File: config.mk
export PLATFORM = sky130hd
export DESIGN_NAME = instr_fetch
export DESIGN_NICKNAME = d
export VERILOG_FILES = /design/src/rtl/instr_fetch.sv
export SDC_FILE = /design/constraint.sdc
export NUM_CORES = 1
export LEC_CHECK = 0
export CORE_MARGIN = 8
export CORE_UTILIZATION = 47
export CTS_CLUSTER_DIAMETER = 50
export DETAILED_ROUTE_END_ITERATION = 10
export PLACE_DENSITY = 0.85
export SYNTH_ARGS = -nofsm -noshare
export SYNTH_HDL_FRONTEND = slang
export SYNTH_SLANG_ARGS = --single-unit
File: constraint.sdc
create_clock -name Clock -period 3.35 [get_ports Clock]
set_input_delay 0.8375 -clock Clock [delete_from_list [all_inputs] [get_ports Clock]]
set_output_delay 0.8375 -clock Clock [all_outputs]
set_load 0.02 [all_outputs]
File: src/rtl/instr_fetch.sv
// instr_fetch: instruction fetch and sequencing unit for the 24-bit CPU.
// Owns the PC, fetches instruction words over a req/ack handshake and
// presents the instruction plus its opcode to the control unit.
// Optional feature macro: IFETCH_ILLEGAL_TRAP_EN adds an illegal-opcode
// trap with a terminal HALT state. Without it IllegalOp is tied low.

module instr_fetch #(
    parameter int                ADDR_W   = 8,
    parameter logic [ADDR_W-1:0] RESET_PC = '0
) (
    input  logic              Clock,
    input  logic              ResetN,
    output logic              IMemReq,
    output logic [ADDR_W-1:0] IMemAddr,
    input  logic              IMemAck,
    input  logic [23:0]       IMemData,
    input  logic              Stall,
    input  logic              Branch,
    input  logic              Jump,
    input  logic              Zero,
    output logic [23:0]       Instr,
    output logic [3:0]        OPCODE,
    output logic              InstrValid,
    output logic [ADDR_W-1:0] PC,
    output logic              IllegalOp
);

`ifdef IFETCH_ILLEGAL_TRAP_EN
    typedef enum logic [1:0] {IDLE, FETCH, ISSUE, HALT} state_t;
`else
    typedef enum logic [1:0] {IDLE, FETCH, ISSUE} state_t;
`endif

    state_t            state;
    state_t            next_state;
    logic [ADDR_W-1:0] pc_reg;
    logic [23:0]       instr_reg;
    logic [ADDR_W-1:0] next_pc;
    logic [ADDR_W-1:0] branch_offset;
    logic              load_instr;
    logic              load_pc;

`ifdef IFETCH_ILLEGAL_TRAP_EN
    logic              trap;
    logic              illegal_reg;

    function automatic logic opcode_legal(input logic [3:0] op);
        case (op)
            4'b0001, 4'b0010, 4'b0011, 4'b0100, 4'b0110: return 1'b1;
            default:                                     return 1'b0;
        endcase
    endfunction
`endif

    // State register; reset drops straight back to IDLE so all outputs clear at once
    always_ff @(posedge Clock or negedge ResetN) begin
        if (!ResetN) begin
            state <= IDLE;
        end else begin
            state <= next_state;
        end
    end

    // Next-state logic and load strobes for the instruction register and PC
    always_comb begin
        next_state = state;
        load_instr = 1'b0;
        load_pc    = 1'b0;
`ifdef IFETCH_ILLEGAL_TRAP_EN
        trap       = 1'b0;
`endif
        case (state)
            IDLE: begin
                next_state = FETCH;
            end
            FETCH: begin
                if (IMemAck) begin
                    load_instr = 1'b1;
                    next_state = ISSUE;
                end
            end
            ISSUE: begin
`ifdef IFETCH_ILLEGAL_TRAP_EN
                if (!opcode_legal(instr_reg[23:20])) begin
                    trap       = 1'b1;
                    next_state = HALT;
                end else
`endif
                if (!Stall) begin
                    load_pc    = 1'b1;
                    next_state = FETCH;
                end
            end
`ifdef IFETCH_ILLEGAL_TRAP_EN
            HALT: begin
                next_state = HALT;
            end
`endif
            default: begin
                next_state = IDLE;
            end
        endcase
    end

    // Next-PC selection: jump target beats a taken branch, which beats a plain step
    always_comb begin
        branch_offset = ADDR_W'({{24{instr_reg[7]}}, instr_reg[7:0]});
        if (Jump) begin
            next_pc = instr_reg[ADDR_W-1:0];
        end else if (Branch && Zero) begin
            next_pc = pc_reg + ADDR_W'(1) + branch_offset;
        end else begin
            next_pc = pc_reg + ADDR_W'(1);
        end
    end

    // PC and instruction register; only the strobes above ever change them
    always_ff @(posedge Clock or negedge ResetN) begin
        if (!ResetN) begin
            pc_reg    <= RESET_PC;
            instr_reg <= '0;
        end else begin
            if (load_instr) begin
                instr_reg <= IMemData;
            end
            if (load_pc) begin
                pc_reg <= next_pc;
            end
        end
    end

`ifdef IFETCH_ILLEGAL_TRAP_EN
    // Sticky trap flag, cleared only by reset
    always_ff @(posedge Clock or negedge ResetN) begin
        if (!ResetN) begin
            illegal_reg <= 1'b0;
        end else if (trap) begin
            illegal_reg <= 1'b1;
        end
    end

    assign IllegalOp = illegal_reg;
`else
    assign IllegalOp = 1'b0;
`endif

    assign IMemReq    = (state == FETCH);
    assign IMemAddr   = pc_reg;
    assign PC         = pc_reg;
    assign Instr      = instr_reg;
    assign OPCODE     = instr_reg[23:20];
    assign InstrValid = (state == ISSUE);

endmodule

# Word-level counts from Yosys, hierarchy flattened
# Index checks and enable logic that the tools add are counted.
[op_classes]
addsub = 2
n_mul = 0
n_div = 0
order_cmp = 0
n_eq_ne = 4
shifts = 0
mux = 9
bitwise = 0
n_reduce_logical = 3
[ops]
columns = ["operator", "count"]
rows = [
  ["$mux W8", 2],
  ["$add A8 B1 Y8 const B", 1],
  ["$add A8 B8 Y8", 1],
  ["$pmux W2 S3", 1],
  ["$mux W1", 4],
  ["$mux W2", 2],
  ["$eq A2 B1 Y1 const B", 1],
  ["$eq A2 B2 Y1 const B", 1],
  ["$logic_not A2 Y1", 1],
  ["$ne A2 B1 Y1 const B", 1],
  ["$ne A2 B2 Y1 const B", 1],
  ["$reduce_and A2 Y1", 1],
  ["$logic_and A1 B1 Y1", 1],
]
[totals]
ff_bits = 34
latch_bits = 0
ramBits = 0
romBits = 0
inputBits = 31
output_inout_bits = 47
mem_count = 0

# Depth between registers and ports, before layout
# Gate-level depths: netlist of run 1.
[depth]
ltp_word = 4
depth_mapped = 10
mapped_depth_nobuf = 10

# Least setup slack after synthesis of run 1
# OpenSTA, ideal clock, no wires.
[synth_path]
path_type = "flip-flop to flip-flop"
start = "reg pc_reg[0] (netlist: IMemAddr[0])"
end = "reg pc_reg[7] (netlist: IMemAddr[7])"
arrival_time_ns = 2.237
slack_ns = 1.010
stages_incl_launch_ff = 9
path_buffers = 0
synth_period_minus_slack_ns = 2.340
path_cell_list = "dfrtp_1 -> ha_1 -> nand3_1 -> xnor2_1 -> ha_1 -> or4_4 -> o22ai_2 -> xnor2_1 -> o311ai_1"
[synth_via]
elab_chain_cells = 4
[synth_lines]
columns = ["element", "line_no", "source"]
rows = [
  ["from (decl)", "36", "logic [ADDR_W-1:0] pc_reg;"],
  ["from (signal assigned)", "127", "pc_reg <= next_pc;"],
  ["$add A8 B1 Y8 (*)", "111, 113", ""],
  ["$add A8 B8 Y8", "111", "next_pc = pc_reg + ADDR_W'(1) + branch_offset;"],
  ["$mux W8 (*)", "110", "end else if (Branch && Zero) begin"],
  ["$mux W8 (*)", "108", "if (Jump) begin"],
]
# Mark *: on every way between the ends. The rest lies on a longest branch, timed or not.
# A chain may end at the register's enable or synchronous reset.

# Worst setup path after layout of run 1
[layout_path]
start = "reg state[0]"
end = "out InstrValid"
[layout_via]
elab_chain_cells = 1
[layout_lines]
columns = ["element", "line_no", "source"]
rows = [
  ["from (decl)", "34", "state_t state;"],
  ["from (signal assigned)", "60", "state <= next_state;"],
  ["$eq A2 B2 Y1", "152", "assign InstrValid = (state == ISSUE);"],
  ["to (decl)", "23", "output logic InstrValid,"],
]
# Every way passes these cells.

==> results.md, run 1 <==
- H-tree depth: 2
- Worst R2R Path Depth: 8
- Clk root buf: clkbuf_8
- Layout Nets: 298
- Pins Over Slew Limit: 0
- Worst-path clk slew: around 60 ps
- Top Ports: just under 80
- Yosys warning total: 0
- Via Count: roughly 1600
- Worst Hold Class: flop to flop
- # Max-Cap Violations: 0
- I/O Buffers: between 70 and 80
- Detail Route Antenna Nets: 0
- WP data arrival: about 1600 ps
- Rel. slew slack: 50.4%
- WS Path Type: flop to primary output
- Tcrit/Tclk final: around 73%
- Worst skew pair latency: approximately 280 ps
- Global-route wire length before repair: 8020 microns
- Slew @ Worst Pin: about 740 ps
- Post-CTS Setup Bufs: 0
- Total global routing overflow: 0
- WHS Path Cells: 1
- Minimum clock period: roughly 2500 ps
- Hold Startpoint: Instr[13]
- Clk_skew: around 6.3 ps
- Row count: 23
- Netlist cell types: 40
- Most frequent cells in the layout: clkdlybuf4s50_1, dfrtp_1, mux2_1, nand2_1, o21ai_0
- Overall Global Routing Usage: between 10% and 20%
- Area Overhead vs Synth: 39.1%
- Max Freq: 407 MHz
- LEAKAGE: about 0.0012 uW
- Data required, critical path: between 2000 and 3000 ps
- Die Wd: around 80 microns
- Maximum fanout along the worst path: 5
- Post-place setup slack: approximately 1000 ps
- Final Routed Wirelength: 4870 microns
- Net Count, Synth: 232
- Commonest non-fill, non-tap cell in the layout: clkdlybuf4s50_1
- DIE HEIGHT: between 80 and 90 microns
- Synth area leader: dfrtp_1
- Initial Utilization: approximately half
- Pwr dens: approximately 1100 nW/um^2
- Drt drc: 0
- Longest Clk Path Bufs: 2
- R2R Path Start: IMemAddr[0]
- Register area share after synthesis: between 40 and 50%
- RSZ-0062 raised after global routing: false
- Main flop type after synthesis: dfrtp_1
- Peak VDD IR: about 0.6 mV
- Final Hold Viols: 0
- WL/cell: about 16 microns
- Number of global-route vias before repair: roughly 1700
- Fillers: 340
- Reg2Reg Setup Slack: 960 ps
- RR Endpoint: IMemAddr[7]
- Via-to-Cell Ratio: around 5.3
- Synth top area share: approximately 42%
- Pre-antenna DRT Iters: 4
- Top cells by area, synth: dfrtp_1, mux2_1, ha_1, buf_4, mux2_2
- Hold WS: 490 ps
- CP Capture Type: primary output
- Final worst slack: a little under 900 ps
- Number of synthesized flops with an enable pin: 0
- CTS Hold Bufs: 0
- DRT iter0 DRCs: just over 100
- Setup TNS: 0 ps
- Syn avg cell area: 10.5 sq um
- Outcome: finished clean
- Antenna fix cells: 0
- CTS tree: built
- Max incr delay on CP: 680 ps
- Register bit total from synthesis: 34
- Post-Syn Area: between 2000 and 2500 sq um
- Critical path startpoint category: flop
- Cts bufs inserted: 5
- Initial antenna violation count: 0
- Largest net degree at the start of global routing: 35
- CORE AREA: a little over 4000 sq um
- Final setup viols: 0
- Final HPWL DP: approximately 3800 microns
- Die Footprint: roughly 6600 sq um
- WHS Endpoint: Instr[13]
- GPL Wtd Cong: 0.840
- Slowest-stage cell, CP: clkdlybuf4s50_1
- Share of cells above drive strength 1: ~6.2%
- Fraction of registers with async set/reset: 100%
- Cells after synthesis: between 150 and 200
- Critical path, cell by cell: nor2b_1, clkdlybuf4s50_1
- Sink Count: 34
- Final core occ: roughly 70%
- Post-CTS Resized: 0
-- cells in the mapped netlist (all sizes together), types with 3 or more instances --
cell,n
xor2,4
clkbuf,3
nor3,5
nor2,8
o21ai,16
buf,15
xnor2,5
dfrtp,34
nand2,15
nor2b,5
nor3b,4
a21o,3
a21oi,7
ha,9
a211oi,5
mux2,24
nand3,5
-- layout make-up --
class / count / area [sq um] / area share, %
Timing Repair Buffer: 77 / 763 / 27.4
Tap cell: 50 / 62.6 / 2.25
Inverter: 2 / 7.51 / 0.269
Multi-Input combinational cell: 137 / 1030 / 36.8
Clock buffer: 7 / 76.3 / 2.74
Sequential cell: 34 / 851 / 30.5
-- sequential cells by signal, indices dropped and copies added (netlist names) --
name / count
Instr: 24
state: 2
IMemAddr: 8
-- stage by stage --
stage,std cells,cell area (sq um),power [uW]
2_1_floorplan,191,2000,2090
3_3_place_gp,300,2710,2760
3_5_place_dp,300,2710,2810
4_1_cts,307,2790,3100
5_1_grt,307,2790,3290
6_report,307,2790,3050
-- how the worst max path moves through the flow --
stage | start | endpoint
after floorplan | IMemAddr[0] | IMemAddr[7]
after global placement | Jump | IMemAddr[5]
after detailed placement | IMemAddr[0] | IMemAddr[7]
after CTS | state[0] | InstrValid
after global routing | state[0] | InstrValid
final | state[0] | InstrValid
-- critical path, delay by kind of cell, from the launching register on --
kind / cells / cell delay [ps]
simple gates: 1 / 250
flops: 1 / 410
buf+inv: 1 / 680
-- cells by family (layout without fill, tap and decap cells) --
| family | Yosys count | count (layout) | synth area share, % |
|---|---|---|---|
| simple gates | 50 | 50 | 13.1 |
| compound gates | 41 | 41 | 12.9 |
| flops | 34 | 34 | 42.5 |
| mux | 26 | 26 | 14.5 |
| buf+inv | 20 | 86 | 6.31 |
| fa+ha+maj | 10 | 10 | 6.62 |
| xor+xnor | 9 | 9 | 3.93 |
| other cells | 1 | 1 | 0.187 |
-- power by group --
group	internal (uW)	switching, uW	total [uW]
clock network	143	132	275
registers	616	205	821
logic	986	973	1960
-- metal layers --
metal  global-route usage, %  share of wire [%]  up-vias
li1                        -                  -      794
met1                    19.0                 42      762
met2                    23.7                 46       64
met3                    6.84                 11        3
met4                    5.36               0.86        0
met5                       0                  0        -
Note: power is estimated with default switching activity, not from simulation.
==> inputs of run 2 (changes only) <==
Settings changed: CORE_UTILIZATION 47 to 44, PLACE_DENSITY 0.85 to 0.81.
Clock period 3.35 ns to 2.3 ns, I/O delays scaled along.
==> results.md, run 2 (synthesis gave the netlist of run 1 again) <==
- Final Power: 4620 uW (+51%)
- I/O Buffers: 76 (unchanged)
- RSZ-0062 raised after global routing: true
- Clock power share: 9.8% (+0.8 points)
- Design area: 2890 sq um (+3.8%)
- Tcrit/Tclk final: a little over nine tenths
- Die Footprint: 6970 sq um (+5.5%)
- Maximum fanout along the worst path: 4 (-1)
- DIE HEIGHT: 83.5 microns (+2.7%)
- WL/cell: 16.4 microns (+3.6%)
- Via Count: 1691 (+4.2%)
- Worst-path clk slew: 70 ps (about the same)
- Combinational power share: 64.4% (+0.3 points)
- Drt drc: 0 (unchanged)
- Top Ports: 78 (unchanged)
- Final core occ: 66.0% (-2.7 points)
- Largest register FFs: 24 (unchanged)
- Global-route wire length before repair: 9020 microns (+12%)
- Overall Global Routing Usage: 15.5% (about the same)
- Longest Clk Path Bufs: 2 (unchanged)
- Final Routed Wirelength: 5240 microns (+7.6%)
- # Max-Cap Violations: 0 (unchanged)
- Area Overhead vs Synth: 44.3%
- Die Wd: 83.5 microns (+2.7%)
- Peak VDD IR: 0.855 mV (+39%)
- Data required, critical path: 2490 ps (-20 ps)
- DP Area: 2780 sq um (+2.6%)
- Antenna fix cells: 0 (unchanged)
- CORE AREA: 4380 sq um (+8.0%)
- CTS Hold Bufs: 0 (unchanged)
- Initial Utilization: 45.7% (-3.7 points)
- Commonest non-fill, non-tap cell in the layout: clkdlybuf4s50_1
- Pins Over Slew Limit: 0 (unchanged)
- Sink Count: 34 (unchanged)
- Final HPWL DP: 4150 microns (+9.2%)
- Critical path startpoint category: flop
- Most frequent cells in the layout: clkdlybuf4s50_1, dfrtp_1, mux2_1, nand2_1
- Total global routing overflow: 0 (unchanged)
- WS Path Type: flop to flop
- Internal power: 2650 uW (+52%)
- Max Freq: ~450 MHz
- Final setup viols: 0 (unchanged)
- Hold WS: 490 ps (-0.333 ps)
- Cts bufs inserted: 5 (unchanged)
- GPL Wtd Cong: 0.835 (-0.62%)
- Via-to-Cell Ratio: 5.30 (+0.27%)
- Psw: 1970 uW (+50%)
- CP Capture Type: flop
- LEAKAGE: 0.00120 uW (+3.7%)
- CTS tree: built
- DRT iter0 DRCs: 56 (-45%)
- Layout Nets: 307 (+3.0%)
- Seq pwr share: 25.8% (-1.1 points)
- H-tree depth: 2 (unchanged)
- Share of cells above drive strength 1: 12.7% (+6.5 points)
- Clk root buf: clkbuf_8
- Switching Share: 42.6% (-0.32 points)
- Minimum clock period: 2210 ps
- Number of global-route vias before repair: 1835 (+11%)
- Final Hold Viols: 0 (unchanged)
- WP data arrival: 2390 ps (+770 ps)
- Pwr dens: 1600 nW/um^2 (+46%)
- Pre-antenna DRT Iters: 4 (unchanged)
- Row count: 24 (+4.3%)
- Largest net degree at the start of global routing: 20 (-43%)
- Outcome: finished clean
- Worst skew pair latency: 290 ps (about the same)
- Initial antenna violation count: 0 (unchanged)
- Clk_skew: 4.75 ps (-1.51 ps)
- Detail Route Antenna Nets: 0 (unchanged)
- Worst Hold Class: flop to flop
[run 2: cell types whose count changed in the layout (fill, tap and decap cells not counted), sizes merged]
cell | before | now
buf | 2 | 10
clkdlybuf4s50 | 75 | 76
clkinv | 0 | 1
[run 2: power by group through the flow]
stage | Sequential [uW] | Combinational (uW) | Clock, uW
after detailed placement | 1200 | 2960 | 0
final | 1190 | 2970 | 453
after floorplan | 1500 | 1550 | 0
after global placement | 1180 | 2910 | 0
after global routing | 1240 | 3240 | 494
after CTS | 1190 | 2970 | 471
[run 2: per-layer routing]
layer / global-route usage (%) / part of all wire (%) / up-vias
met1: 15.7 / 39 / 796
met5: 0 / 0 / -
met3: 9.77 / 14 / 8
li1: - / - / 818
met4: 5.02 / 1.5 / 0
met2: 25.6 / 46 / 69
[run 2: cell type report]
class / count / area, sq um
Timing Repair Buffer: 86 / 836
Fill cell: 331 / 1490
Sequential cell: 34 / 856
Multi-Input combinational cell: 137 / 1040
Clock buffer: 7 / 86.3
Tap cell: 52 / 65.1
Inverter: 2 / 7.51
Clock inverter: 1 / 5.00
[run 2: critical path: stages, from the launching register on]
cell and delay, ps:
dfrtp_2 430, ha_2 200, nand3_1 130, nor2_2 60, xor2_1 150, ha_1 210
or4_4 420, o22ai_2 160, xnor2_1 90, o311ai_1 250
[run 2: repair_timing]
| action | in CTS | in global routing |
|---|---|---|
| setup buffers | 0 | 1 |
| endpoints found under the setup margin | 0 | 2 |
| resized for setup | 0 | 6 |
[run 2: worst paths after layout]
kind                        startpoint  cells after the start     endpoint  slack (ps)
max in group asynchronous       ResetN                      2  IMemAddr[3]        1420
max                        IMemAddr[0]                      9  IMemAddr[7]          90
min in group asynchronous       ResetN                      2    Instr[12]         630
min                          Instr[14]                      1    Instr[14]         490
min reg2reg                  Instr[14]                      1    Instr[14]         490
max reg2reg                IMemAddr[0]                      9  IMemAddr[7]          90
[run 2: stage by stage]
stage                     TNS (ps)  worst slack (ps)  cells
after floorplan                  0              58.0    191
after global placement           0               128    310
after detailed placement         0              33.4    310
after CTS                        0              42.1    318
after global routing         -11.6             -11.6    319
final                            0              92.3    319
==> inputs of run 3 (changes only) <==
Settings changed: CORE_UTILIZATION 44 to 51, DONT_BUFFER_PORTS from default to 1, PLACE_DENSITY 0.81 to 0.66.
Clock period 2.3 ns to 2.56 ns, I/O delays scaled along.
==> results.md, run 3 (synthesis gave the netlist of run 1 again) <==
- Worst skew pair latency: 280 ps (about the same)
- Drt drc: 0 (unchanged)
- Total global routing overflow: 0 (unchanged)
- # Max-Cap Violations: 0 (unchanged)
- Post-CTS Setup Bufs: 0 (unchanged)
- Max incr delay on CP: 540 ps (+110 ps)
- WP data arrival: 2530 ps (+140 ps)
- Peak VDD IR: 0.889 mV (+4.0%)
- Longest Clk Path Bufs: 2 (unchanged)
- Antenna fix cells: 0 (unchanged)
- Pins Over Slew Limit: 0 (unchanged)
- Final worst slack: 199 ps (+107 ps)
- DRT iter0 DRCs: 87 (+55%)
- Top Ports: 78 (unchanged)
- Final Hold Viols: 0 (unchanged)
- H-tree depth: 2 (unchanged)
- Overall Global Routing Usage: 15.4% (-0.13 points)
- Setup crit end: IMemAddr[7]
- Global-route wire length before repair: 7630 microns (-15%)
- Worst path buffer plus inverter count: 0 (unchanged)
- Critical path, cell by cell: ha_1, nand3_1, xnor2_1, ha_1, or4_4, o22ai_2, xnor2_1, o311ai_1
- Area Overhead vs Synth: 4.56%
- Outcome: finished clean
- LEAKAGE: 0.000905 uW (-24%)
- GPL Wtd Cong: 0.818 (-2.0%)
- Max Freq: 424 MHz (-6.5%)
- I/O Buffers: 0 (-100%)
- Critical path startpoint category: flop
- Die Footprint: 6190 sq um (-11%)
- Initial antenna violation count: 0 (unchanged)
- Final setup viols: 0 (unchanged)
- Commonest non-fill, non-tap cell in the layout: dfrtp_1
- Number of global-route vias before repair: 1507 (-18%)
- RR Endpoint: IMemAddr[7]
- DIE HEIGHT: 78.7 microns (-5.8%)
- Worst-path clk slew: 60 ps (about the same)
- Worst R2R Path Depth: 8 (-1)
- CP Capture Type: flop
- Cts bufs inserted: 5 (unchanged)
- Setup TNS: 0 ps (unchanged)
- Crit path from: IMemAddr[0]
- Slowest-stage cell, CP: or4_4
- Reg2Reg Setup Slack: 200 ps (+110 ps)
- CORE AREA: 3720 sq um (-15%)
- RSZ-0062 raised after global routing: false
- R2R Path Start: IMemAddr[0]
- Worst path depth: 8 (-1)
- Tcrit/Tclk final: 92.2% (-3.8 points)
- Final HPWL DP: 3650 microns (-12%)
- Clk_skew: 4.74 ps (-0.00741 ps)
- Via Count: 1398 (-17%)
- Largest register FFs: 24 (unchanged)
- Pwr dens: 1630 nW/um^2 (+1.8%)
- Layout Nets: 230 (-25%)
- CTS tree: built
- Maximum fanout along the worst path: 7 (+3)
- Clk root buf: clkbuf_8
- Die Wd: 78.7 microns (-5.8%)
- Post-CTS Resized: 0 (unchanged)
- Post-place setup slack: 232 ps (+199 ps)
- Largest net degree at the start of global routing: 35 (+75%)
- Minimum clock period: 2360 ps (+153 ps)
- Initial Utilization: 53.9% (+8.2 points)
- Share of cells above drive strength 1: 12.8% (+0.032 points)
- Pre-antenna DRT Iters: 4 (unchanged)
- Via-to-Cell Ratio: 5.92 (+12%)
- Worst Hold Class: input port to async pin
- Detail Route Antenna Nets: 0 (unchanged)
- Most frequent cells in the layout: dfrtp_1, mux2_1, nand2_1, o21ai_0
- Row count: 22 (-8.3%)
- Cell family with most CP delay: simple AND/OR/NAND/NOR gates
- CTS Hold Bufs: 0 (unchanged)
- Data required, critical path: 2730 ps (+240 ps)
- Final Power: 3400 uW (-26%)
- WS Path Type: flop to flop
- Sink Count: 34 (unchanged)
- Final Routed Wirelength: 4640 microns (-11%)
- WL/cell: 19.7 microns (+20%)
run 3: changes by cell type in the layout (fill, tap and decap cells not counted), moves of 2 or more:
cell,before,now
clkdlybuf4s50_1,76,0
dfrtp_1,30,34
dfrtp_2,4,0
ha_1,7,9
ha_2,2,0
run 3: layout make-up:
cell class / instances / area, sq um
sequential: 34 / 851
multi-input combinational: 137 / 1030
fill: 342 / 1620
inverter: 2 / 7.51
timing repair buffer: 9 / 67.6
clock buffer: 6 / 82.6
tap: 48 / 60.1
run 3: metrics by stage:
step | instance area (sq um) | utilization (%) | cells | hold WS, ps
finish | 2090 | 56.4 | 236 | 53.3
global route | 2090 | 56.4 | 236 | 36.7
CTS | 2090 | 56.4 | 236 | 45.1
detailed placement | 2010 | 54.1 | 230 | 346
global placement | 2010 | 54.1 | 230 | 345
floorplan | 2000 | - | 191 | 344
run 3: how the worst min path moves through the flow:
stage                  endpoint  startpoint
detailed placement    Instr[20]      ResetN
global route          Instr[20]      ResetN
floorplan           IMemAddr[0]      ResetN
finish                Instr[23]      ResetN
CTS                   Instr[23]      ResetN
global placement      Instr[21]      ResetN
run 3: power breakdown:
part	switching (uW)	internal [uW]
Combinational	874	742
Sequential	615	801
Clock	165	207
Total	1650	1750
run 3: metal layers:
metal  track usage (%)  part of all wire (%)
met5                 0                     0
met1              17.0                    40
met4              5.74                   1.7
met3              6.49                   8.4
met2              25.7                    50
==> edit, RTL diff (settings of run 1) <==
`ADDR_W`: 8 -> 6.
--- a/src/rtl/instr_fetch.sv
+++ b/src/rtl/instr_fetch.sv
@@ -7,3 +7,3 @@
 module instr_fetch #(
-    parameter int                ADDR_W   = 8,
+    parameter int                ADDR_W   = 6,
     parameter logic [ADDR_W-1:0] RESET_PC = '0
Ports: changed (resized IMemAddr and PC); port bits go from 78 to 74. No check against the original RTL was run, so the function may have changed too.
==> edit against run 1 <==
- area after synthesis fell by 17%
- final area fell by 14%
- total power fell by 17%
- critical path depth rose by 9
- sequential cell count fell by 2
- hold slack improved by 26 ps
- setup slack got worse by 330 ps
- routed wire length fell by 14%
- critical path type is now reg -> reg
==> edit: results (changes against run 1) <==
.. list-table::
   :header-rows: 1

   * - Metric
     - Value
   * - Filler cells
     - 260 (was 340)
   * - Count of non-filler cells in the finished layout
     - 259 (was 307)
   * - Top post-synthesis cells by count
     - dfrtp_1, mux2_2, buf_4, nand2_1, a21oi_1 (was dfrtp_1, mux2_1, nand2_1)
   * - Sink count of the clock tree
     - 32 (was 34)
   * - Area of placed instances
     - 0.00236 mm2 (was 0.00271 mm2)
   * - Syn Area/Cell
     - 11.3 um2 (was 10.5 um2)
   * - First-pass GRT wire length
     - 6930 um (was 8020 um)
   * - Cell with the largest stage delay on the worst path
     - dfrtp_1 (was clkdlybuf4s50_1)
   * - Placed wire-length estimate after detailed placement
     - 3290 um (was 3800 um)
   * - Cell class contributing the biggest share of worst-path delay
     - simple AND/OR/NAND/NOR gates (was buffers and inverters)
   * - Share of post-route cells with drive strength above 1
     - 0.169 (was 0.0623)
   * - WL/cell
     - 16.1 um (was 15.9 um)
   * - Clock tree skew after final layout
     - 12.4 ps (was 6.26 ps)
   * - Post-layout nets
     - 252 (was 298)
   * - Clock latency reported for the late side of the worst-skew pair
     - 340 ps (was 280 ps)
   * - Via count of the first global-routing pass
     - 1463 (was 1657)
   * - Number of cells traversed by the worst register-to-register path
     - 11 (was 8)
   * - Register area share after synthesis
     - 0.481 (was 0.425)
   * - Largest driver fanout on the critical path
     - 7 (was 5)
   * - CTS clock-pin slew for the worst setup and hold paths
     - 100 ps (was 60 ps)
   * - Number of design-rule violations left by the first detailed-router iteration
     - 89 (was 101)
   * - Slack of the worst reg-to-reg path
     - 560 ps (was 960 ps)
   * - CTS root buffer
     - clkbuf_4 (was clkbuf_8)
   * - Maximum cell stage delay along the critical path
     - 470 ps (was 680 ps)
   * - GRT Total Usage
     - 0.163 (was 0.155)
   * - Number of vias per cell
     - 5.20 (was 5.29)
   * - Outcome
     - finished, final reports clean (unchanged)
   * - FF-to-FF End
     - IMemAddr[5] (was IMemAddr[7])
   * - Top post-synthesis cells by area
     - dfrtp_1, mux2_2, ha_1, buf_4, a21oi_1 (was dfrtp_1, mux2_1, ha_1, buf_4, mux2_2)
   * - Leak
     - 1.02 nW (was 1.15 nW)
[edit: cell count changes after synthesis, moves of 3 or more]
cell      before  now
mux2_1        19    0
mux2_2         5   24
o21ai_1        6    0
a211oi_1       5    1
nand2_1       15   11
nor2_1         7    4
nor2b_1        5    2
nor3b_1        4    1
xnor2_1        5    2
[edit: per-stage QoR]
step | util | total power, mW
6_report | 0.715 | 2.54
5_1_grt | 0.715 | 2.74
4_1_cts | 0.715 | 2.57
3_5_place_dp | 0.702 | 2.36
3_3_place_gp | 0.702 | 2.30
2_1_floorplan | - | 1.72
[edit: per-layer routing]
metal	track usage	part of all wire	up-vias
li1	-	-	634
met1	0.179	0.39	636
met2	0.254	0.46	68
met3	0.0934	0.13	9
met4	0.0618	0.018	0
met5	0	0	-
[edit: logic make-up after synthesis]
group,synth area share
compound gates,0.0834
xor+xnor,0.0368
fa+ha+maj,0.0646
buf+inv,0.0661
flops,0.481
mux,0.162
other cells,0.00225
simple gates,0.104
[edit: cell type report]
type	instances	area (um2)	share of cell area
timing repair buffer	74	736	0.306
clock inverter	1	5.00	0.00208
clock buffer	6	41.3	0.0172
sequential	32	801	0.333
multi-input combinational	97	754	0.314
tap	46	57.6	0.0239
inverter	3	11.3	0.00468
[edit: worst max path at each step]
stage,start,endpoint,slack [ps],cells past startpoint
final,IMemAddr[0],IMemAddr[5],560,11
after global routing,IMemAddr[0],IMemAddr[5],380,11
after CTS,IMemAddr[0],IMemAddr[5],540,11
after detailed placement,IMemAddr[0],IMemAddr[5],590,11
after global placement,IMemAddr[0],IMemAddr[5],680,11
after floorplan,IMemAddr[0],IMemAddr[5],630,11
[edit: report_power, final]
group	leakage, nW	switching, mW	internal (mW)	total (mW)
registers	0.374	0.170	0.574	0.745
clock network	0.0281	0.127	0.0772	0.204
logic	0.616	0.777	0.811	1.59
total	1.02	1.07	1.46	2.54
